<file path="src/rtl/hazard_pkg.sv">
// Shared types and helpers for the pipeline hazard controller.
package hazard_pkg;

    localparam int unsigned REG_W   = 5;
    localparam int unsigned FWD_RF  = 0;
    localparam int unsigned FWD_OFS = 1;

    typedef struct packed {
        logic             valid;
        logic [REG_W-1:0] rd;
        logic             we;
        logic             is_load;
    } entry_t;

    // Forward-select width: one code per tracker entry plus the register-file code.
    function automatic int unsigned sel_w(input int unsigned depth);
        return $clog2(depth + 1);
    endfunction

endpackage

</file>
<file path="src/rtl/hazard_if.sv">
// Decode-side bundle between the decode stage and the hazard controller.
interface hazard_if
    import hazard_pkg::*;
#(
    parameter int unsigned NUM_SRC  = 2,
    parameter int unsigned WB_DEPTH = 3
);
    localparam int unsigned SEL_W = sel_w(WB_DEPTH);

    logic                     id_valid;
    logic [REG_W*NUM_SRC-1:0] id_rs;
    logic [NUM_SRC-1:0]       id_rs_used;
    logic [REG_W-1:0]         id_rd;
    logic                     id_regwrite;
    logic                     id_is_load;
    logic                     ex_branch_taken;
    logic                     stall;
    logic                     flush;
    logic [SEL_W*NUM_SRC-1:0] fwd_sel;
    logic [REG_W-1:0]         wb_rd;
    logic                     wb_we;

    modport master (
        output id_valid, id_rs, id_rs_used, id_rd, id_regwrite, id_is_load, ex_branch_taken,
        input  stall, flush, fwd_sel, wb_rd, wb_we
    );

    modport slave (
        input  id_valid, id_rs, id_rs_used, id_rd, id_regwrite, id_is_load, ex_branch_taken,
        output stall, flush, fwd_sel, wb_rd, wb_we
    );

endinterface

</file>
<file path="src/rtl/hazard_match.sv">
// Matches one source operand against every tracker entry; youngest match wins.
module hazard_match
    import hazard_pkg::*;
#(
    parameter int unsigned WB_DEPTH   = 3,
    parameter int unsigned LOAD_READY = 1
) (
    input  logic [REG_W-1:0]              i_rs,
    input  logic                          i_used,
    input  entry_t [WB_DEPTH-1:0]         i_entries,
    output logic [sel_w(WB_DEPTH)-1:0]    o_sel_c,
    output logic                          o_load_hit_c
);
    localparam int unsigned SEL_W = sel_w(WB_DEPTH);

    // Scan oldest to youngest so the lowest index overwrites older hits.
    always_comb begin
        o_sel_c      = SEL_W'(FWD_RF);
        o_load_hit_c = 1'b0;
        for (int k = int'(WB_DEPTH) - 1; k >= 0; k--) begin
            if (i_used && (i_rs != '0) && i_entries[k].valid && i_entries[k].we &&
                (i_entries[k].rd == i_rs)) begin
                o_sel_c      = SEL_W'(k + int'(FWD_OFS));
                o_load_hit_c = i_entries[k].is_load && (k < int'(LOAD_READY));
            end
        end
    end

endmodule

</file>
<file path="src/rtl/hazard_ctrl.sv">
// Pipeline hazard controller: forwarding selects, load-use interlock, branch-shadow flush.
// Optional feature macro: LOAD_USE_STALL_EN enables the load-use interlock.
module hazard_ctrl
    import hazard_pkg::*;
#(
    parameter int unsigned NUM_SRC     = 2,
    parameter int unsigned WB_DEPTH    = 3,
    parameter int unsigned LOAD_READY  = 1,
    parameter int unsigned FLUSH_DEPTH = 2
) (
    input  logic     clk,
    input  logic     rst,
    hazard_if.slave  bus
);
    localparam int unsigned SEL_W = sel_w(WB_DEPTH);
    localparam int unsigned CNT_W = (FLUSH_DEPTH > 1) ? $clog2(FLUSH_DEPTH) : 1;
`ifdef LOAD_USE_STALL_EN
    localparam bit STALL_EN = 1'b1;
`else
    localparam bit STALL_EN = 1'b0;
`endif

    entry_t [WB_DEPTH-1:0]    r_trk;
    logic [CNT_W-1:0]         r_flush_cnt;
    logic [CNT_W-1:0]         w_flush_cnt_nxt;
    logic                     w_accept;
    logic                     w_flush;
    logic                     w_stall;
    logic [NUM_SRC-1:0]       w_load_hit;
    logic [SEL_W*NUM_SRC-1:0] w_fwd_sel;

    for (genvar g = 0; g < int'(NUM_SRC); g++) begin : g_src
        hazard_match #(
            .WB_DEPTH   (WB_DEPTH),
            .LOAD_READY (LOAD_READY)
        ) u_match (
            .i_rs         (bus.id_rs[REG_W*g +: REG_W]),
            .i_used       (bus.id_rs_used[g]),
            .i_entries    (r_trk),
            .o_sel_c      (w_fwd_sel[SEL_W*g +: SEL_W]),
            .o_load_hit_c (w_load_hit[g])
        );
    end

    // Branch-shadow counter next state and the interlock decision.
    always_comb begin
        w_flush_cnt_nxt = r_flush_cnt;
        w_accept        = bus.ex_branch_taken && (r_flush_cnt == '0);
        w_flush         = w_accept || (r_flush_cnt != '0);
        if (w_accept) begin
            w_flush_cnt_nxt = CNT_W'(FLUSH_DEPTH - 1);
        end else if (r_flush_cnt != '0) begin
            w_flush_cnt_nxt = r_flush_cnt - CNT_W'(1);
        end
        w_stall = STALL_EN && bus.id_valid && (|w_load_hit) && !w_flush;
    end

    // Tracker shifts every cycle; stall or flush injects a bubble at EX.
    always_ff @(posedge clk) begin
        if (rst) begin
            r_flush_cnt <= '0;
            r_trk       <= '0;
        end else begin
            r_flush_cnt <= w_flush_cnt_nxt;
            for (int k = int'(WB_DEPTH) - 1; k > 0; k--) begin
                r_trk[k] <= r_trk[k-1];
            end
            r_trk[0] <= '{valid:   bus.id_valid && !w_flush && !w_stall,
                          rd:      bus.id_rd,
                          we:      bus.id_regwrite,
                          is_load: bus.id_is_load};
        end
    end

    assign bus.stall   = w_stall;
    assign bus.flush   = w_flush;
    assign bus.fwd_sel = w_fwd_sel;
    assign bus.wb_rd   = r_trk[WB_DEPTH-1].rd;
    assign bus.wb_we   = r_trk[WB_DEPTH-1].valid && r_trk[WB_DEPTH-1].we &&
                         (r_trk[WB_DEPTH-1].rd != '0);

endmodule
</file>
<file path="src/flat_wrapper.sv">
// flat-port wrapper written by rule: the top's interface ports become plain ports
module hazard_ctrl_flat import hazard_pkg::*;
#(
    parameter int unsigned NUM_SRC     = 2,
    parameter int unsigned WB_DEPTH    = 3,
    parameter int unsigned LOAD_READY  = 1,
    parameter int unsigned FLUSH_DEPTH = 2
)
  (clk, rst, bus_id_valid, bus_id_rs, bus_id_rs_used, bus_id_rd, bus_id_regwrite, bus_id_is_load, bus_ex_branch_taken, bus_stall, bus_flush, bus_fwd_sel, bus_wb_rd, bus_wb_we);
  hazard_if #(.NUM_SRC(NUM_SRC), .WB_DEPTH(WB_DEPTH)) bus_i ();
  input  logic clk;
  input  logic rst;
  input wire logic [$bits(bus_i.id_valid)-1:0] bus_id_valid;
  input wire logic [$bits(bus_i.id_rs)-1:0] bus_id_rs;
  input wire logic [$bits(bus_i.id_rs_used)-1:0] bus_id_rs_used;
  input wire logic [$bits(bus_i.id_rd)-1:0] bus_id_rd;
  input wire logic [$bits(bus_i.id_regwrite)-1:0] bus_id_regwrite;
  input wire logic [$bits(bus_i.id_is_load)-1:0] bus_id_is_load;
  input wire logic [$bits(bus_i.ex_branch_taken)-1:0] bus_ex_branch_taken;
  output wire logic [$bits(bus_i.stall)-1:0] bus_stall;
  output wire logic [$bits(bus_i.flush)-1:0] bus_flush;
  output wire logic [$bits(bus_i.fwd_sel)-1:0] bus_fwd_sel;
  output wire logic [$bits(bus_i.wb_rd)-1:0] bus_wb_rd;
  output wire logic [$bits(bus_i.wb_we)-1:0] bus_wb_we;
  assign bus_i.id_valid = bus_id_valid;
  assign bus_i.id_rs = bus_id_rs;
  assign bus_i.id_rs_used = bus_id_rs_used;
  assign bus_i.id_rd = bus_id_rd;
  assign bus_i.id_regwrite = bus_id_regwrite;
  assign bus_i.id_is_load = bus_id_is_load;
  assign bus_i.ex_branch_taken = bus_ex_branch_taken;
  assign bus_stall = bus_i.stall;
  assign bus_flush = bus_i.flush;
  assign bus_fwd_sel = bus_i.fwd_sel;
  assign bus_wb_rd = bus_i.wb_rd;
  assign bus_wb_we = bus_i.wb_we;
  hazard_ctrl #(.NUM_SRC(NUM_SRC), .WB_DEPTH(WB_DEPTH), .LOAD_READY(LOAD_READY), .FLUSH_DEPTH(FLUSH_DEPTH)) u_core (.clk(clk), .rst(rst), .bus(bus_i));
endmodule
</file>
<file path="config.mk">
export PLATFORM = sky130hd
export DESIGN_NAME = hazard_ctrl_flat
export DESIGN_NICKNAME = d
export VERILOG_FILES = /design/src/rtl/hazard_pkg.sv /design/src/rtl/hazard_if.sv /design/src/rtl/hazard_match.sv /design/src/rtl/hazard_ctrl.sv /design/src/flat_wrapper.sv
export SDC_FILE = /design/constraint.sdc
export NUM_CORES = 1
export LEC_CHECK = 0
export CORE_MARGIN = 5
export CORE_UTILIZATION = 48
export CTS_BUF_LIST = sky130_fd_sc_hd__clkbuf_2 sky130_fd_sc_hd__clkbuf_4 sky130_fd_sc_hd__clkbuf_8
export DETAILED_ROUTE_END_ITERATION = 7
export PLACE_DENSITY = 0.87
export SLEW_MARGIN = 20
export SYNTH_ARGS = -nofsm -noshare
export SYNTH_HDL_FRONTEND = slang
export SYNTH_HIERARCHICAL = 1
export SYNTH_SLANG_ARGS = --single-unit
</file>
<file path="constraint.sdc">
create_clock -name clk -period 1.6 [get_ports clk]
set_clock_uncertainty 0.05 [all_clocks]
set_input_delay 0.16 -clock clk [delete_from_list [all_inputs] [get_ports clk]]
set_output_delay 0.16 -clock clk [all_outputs]
set_load 0.05 [all_outputs]
</file>
Word-level counts from Yosys, hierarchy flattened
Cells that the tools add are included.
- $add $sub $neg: 1
- $mul: 0
- div/mod/pow operators: 0
- order comparisons: 0
- eq/ne operators: 6
- shift operators: 0
- mux-type cells: 8
- bitwise operators: 1
- reduce and logical (&&, ||, !) cells: 29
- operator list (operator ; number):
    equality test 5 bit ; 6
    logical AND 1 bit ; 24
    nonzero test 5 bit ; 3
    two-way mux 2 bit ; 6
    two-way mux 1 bit ; 2
    zero test 1 bit ; 1
    logical OR 1 bit ; 1
    inverter 1 bit ; 1
    subtractor 1 bit (second input constant) ; 1
- bits in registers: 22
- latch bits: 0
- memory bits (writable): 0
- ROM bits: 0
- bits of input ports: 23
- output and inout bits: 12
- memories: 0

Longest topological paths before layout
- word-level depth: 8
- mapped depth: 4

Cells and area by module
The synthesis kept the hierarchy.
- by module, submodules not included (module ; times used ; cells an instance ; area each (µm²) ; sequential area each (µm²)):
    hazard_ctrl ; 1 ; 62 ; 747.0 ; 500.5
    hazard_match ; 2 ; 30 ; 227.7 ; 0.0

Worst setup path after synthesis
No wires, ideal clock.
- path type: register to output
- from: reg u_core/r_trk[12] (netlist bit)
- to: out bus_fwd_sel[1]
- arrival time: 1.859 ns
- required time: 1.390 ns
- path slack: -0.469 ns
- stages on the path, launching flop included: 5
- cell sequence: dfxtp_1 xnor2_1 nand4_1 or4_4 a21oi_1
- longest elaborated chain between the ends: 4
- ends and longest elaborated chain (what ; RTL line ; text):
    from (decl) ; hazard_ctrl.sv:23 ; entry_t [WB_DEPTH-1:0] r_trk;
    from (signal, indexed assignment) ; hazard_ctrl.sv:66 ; r_trk[k] <= r_trk[k-1];
    equality test 5 bit ; hazard_match.sv:22 ; (i_entries[k].rd == i_rs)) begin
    logical AND 1 bit ; hazard_match.sv:21 ; if (i_used && (i_rs != '0) && i_entries[k].valid && i_entries[k].we &&
    two-way mux 2 bit (2 in a row) ; hazard_match.sv:21 ;
    to (decl) ; flat_wrapper.sv:22 ; output wire logic [$bits(bus_i.fwd_sel)-1:0] bus_fwd_sel;
No other way between the ends.

Worst setup path after layout
- from: reg u_core/r_trk[10] (netlist bit)
- to: out bus_fwd_sel[0]
Same word-level chain as after synthesis.

==> key figures <==
Global routing
  • Number of global-route vias before repair: 1053
  • Global-route total usage across every layer: 0.190
  • Grt ovf: 0
  • Largest net degree at the start of global routing: 23
  • Initial antenna violation count: 0
  • First-pass GRT wire length: 4.90 mm

Floorplanning
  • Core area: 2210 sq um
  • Initial core utilization: 0.502
  • IO Count: 35
  • Total die area: 3380 sq um
  • DIE WIDTH: 58.1 microns
  • Die H: 58.1 microns
  • # rows: 17

Synth
  • Yosys warnings: 6
  • Syn Nets: 137
  • Mapped Cells: 114
  • Syn avg cell area: 9.75 sq um
  • Post-Syn Area: 1110 sq um

Worst setup path
  • Max FO, Critical Path: 3
  • Kind of critical path: reg2out
  • Crit path DAT: 1.81 ns
  • Worst setup SP type: flop
  • Crit-path slowest cell: or4_4
  • Max incr delay on CP: 0.47 ns
  • CP endpoint kind: primary output
  • Top Family by Delay on Critical Path: simple AND/OR/NAND/NOR gates
  • Crit path cell chain: xnor2_2 -> nand4_1 -> or4_4 -> a21o_4 -> buf_12
  • Critical Path RT: 1.39 ns
  • Worst path buffer plus inverter count: 1

Timing
  • RSZ-0062 raised after global routing: true
  • Fin Setup TNS: -1.67 ns
  • Tcrit/Tclk final: 1.26
  • Hold Vio Cnt, Final: 0
  • Min Hold Slack: 0.348 ns
  • Max Fclk: 494 MHz
  • Slew Limit Fails: 0
  • Fin worst setup slack: -0.422 ns
  • Final setup vio count: 5
  • Period minus WS final: 2.02 ns

Detailed routing
  • DR iter-0 viols: 11
  • Wire length per cell: 16.3 microns
  • Post-route ant nets: 0
  • Total wire length: 3.04 mm
  • DR vias: 983
  • Vias/cell: 5.28
  • DRC viols: 0
  • Drt pass-1 iters: 4

Run status
  • Failing checks: negative setup slack
  • Status: finished with violations

Clock tree
  • Clk sink count: 22
  • Cts hold-fix bufs: 0
  • TritonCTS clock tree: done
  • CTS Buffer Depth: 2
  • CTS H-tree lvls: 1
  • Root Buffer: clkbuf_4
  • Num CTS Buffers: 3
  • Clk_lat worst skew: 0.30 ns
  • Reg clk slew, reported paths: 0.11 ns

Pwr
  • Flop pwr share: 0.524
  • Clock Power Share: 0.260
  • Pwr/cell area: 648 nW/um^2
  • Sw Ratio: 0.257
  • P_leak: 0.680 nW
  • Combinational power share: 0.216
  • Maximum vdd drop: 0.784 mV
  • P_int: 0.839 mW
  • Net Switching: 0.291 mW

Placed design
  • Port bufs: 32
  • Gpl congestion: 0.796
  • Post-DP HPWL: 2.13 mm
  • Placement Setup Slack: -0.522 ns

Final layout
  • Share of layout cells above drive strength 1: 0.399
  • Final net count: 182
  • Commonest non-fill, non-tap cell in the layout: buf_4
  • N_diodes: 0
  • Synth-to-Final Area Change: 56.9%
  • Most frequent cells in the layout: buf_4, xnor2_1, nor2b_1

Hold path
  • Hold Path Class: in2reg

Run
  • Max Cap Viol: 0
state kept, by name, indices dropped and copies added (netlist names):
signal / flops
u_core/r_trk: 16
u_core/r_flush_cnt: 1
u_core/bus.wb_rd: 5
layer usage:
layer,global-route usage,up-vias,share of wire,routed length (microns)
li1,-,468,-,-
met5,0,-,0,0
met3,0.0334,12,0.060,181
met1,0.209,467,0.39,1180
met4,0.0993,0,0.024,73
met2,0.344,36,0.53,1600
per-stage QoR:
step | util | instance area (sq um) | cells | power, mW
floorplan | - | 1150 | 114 | 0.718
global placement | 0.716 | 1580 | 181 | 0.824
detailed placement | 0.716 | 1580 | 181 | 0.833
CTS | 0.765 | 1690 | 186 | 1.12
global route | 0.788 | 1740 | 186 | 1.19
finish | 0.788 | 1740 | 186 | 1.13
layout make-up:
class                      instances  area (sq um)
timing repair buffer              48           458
fill                             142           469
clock buffer                       4          36.3
multi-input combinational         84           749
tap                               28          35.0
sequential                        22           464
power groups by stage:
stage / clock (mW) / sequential [mW] / combinational [mW]
after floorplan: 0 / 0.600 / 0.118
after global placement: 0 / 0.605 / 0.219
after detailed placement: 0 / 0.607 / 0.226
after CTS: 0.305 / 0.591 / 0.227
after global routing: 0.335 / 0.595 / 0.258
final: 0.293 / 0.592 / 0.244
path summary, 6_finish.rpt:
| path | slack (ns) | cells past startpoint | start | endpoint |
|---|---|---|---|---|
| hold reg to reg | 0.40 | 1 | u_core/r_flush_cnt$_SDFF_PP0_ | u_core/r_flush_cnt$_SDFF_PP0_ |
| hold / removal | 0.35 | 2 | bus_id_regwrite | u_core/r_trk[1]$_SDFF_PP0_ |
| setup / recovery | -0.42 | 5 | u_core/r_trk[10]$_SDFF_PP0_ | bus_fwd_sel[0] |
| setup reg to reg | 0.86 | 1 | u_core/r_trk[4]$_SDFF_PP0_ | u_core/r_trk[12]$_SDFF_PP0_ |
repair_timing:
item,4_1_cts,5_1_grt
endpoints found under the hold margin,0,0
endpoints found under the setup margin,5,5
resized for setup,27,8
pin swaps,12,2
setup buffers,1,0
No activity file was read; power rests on OpenSTA's default activity.
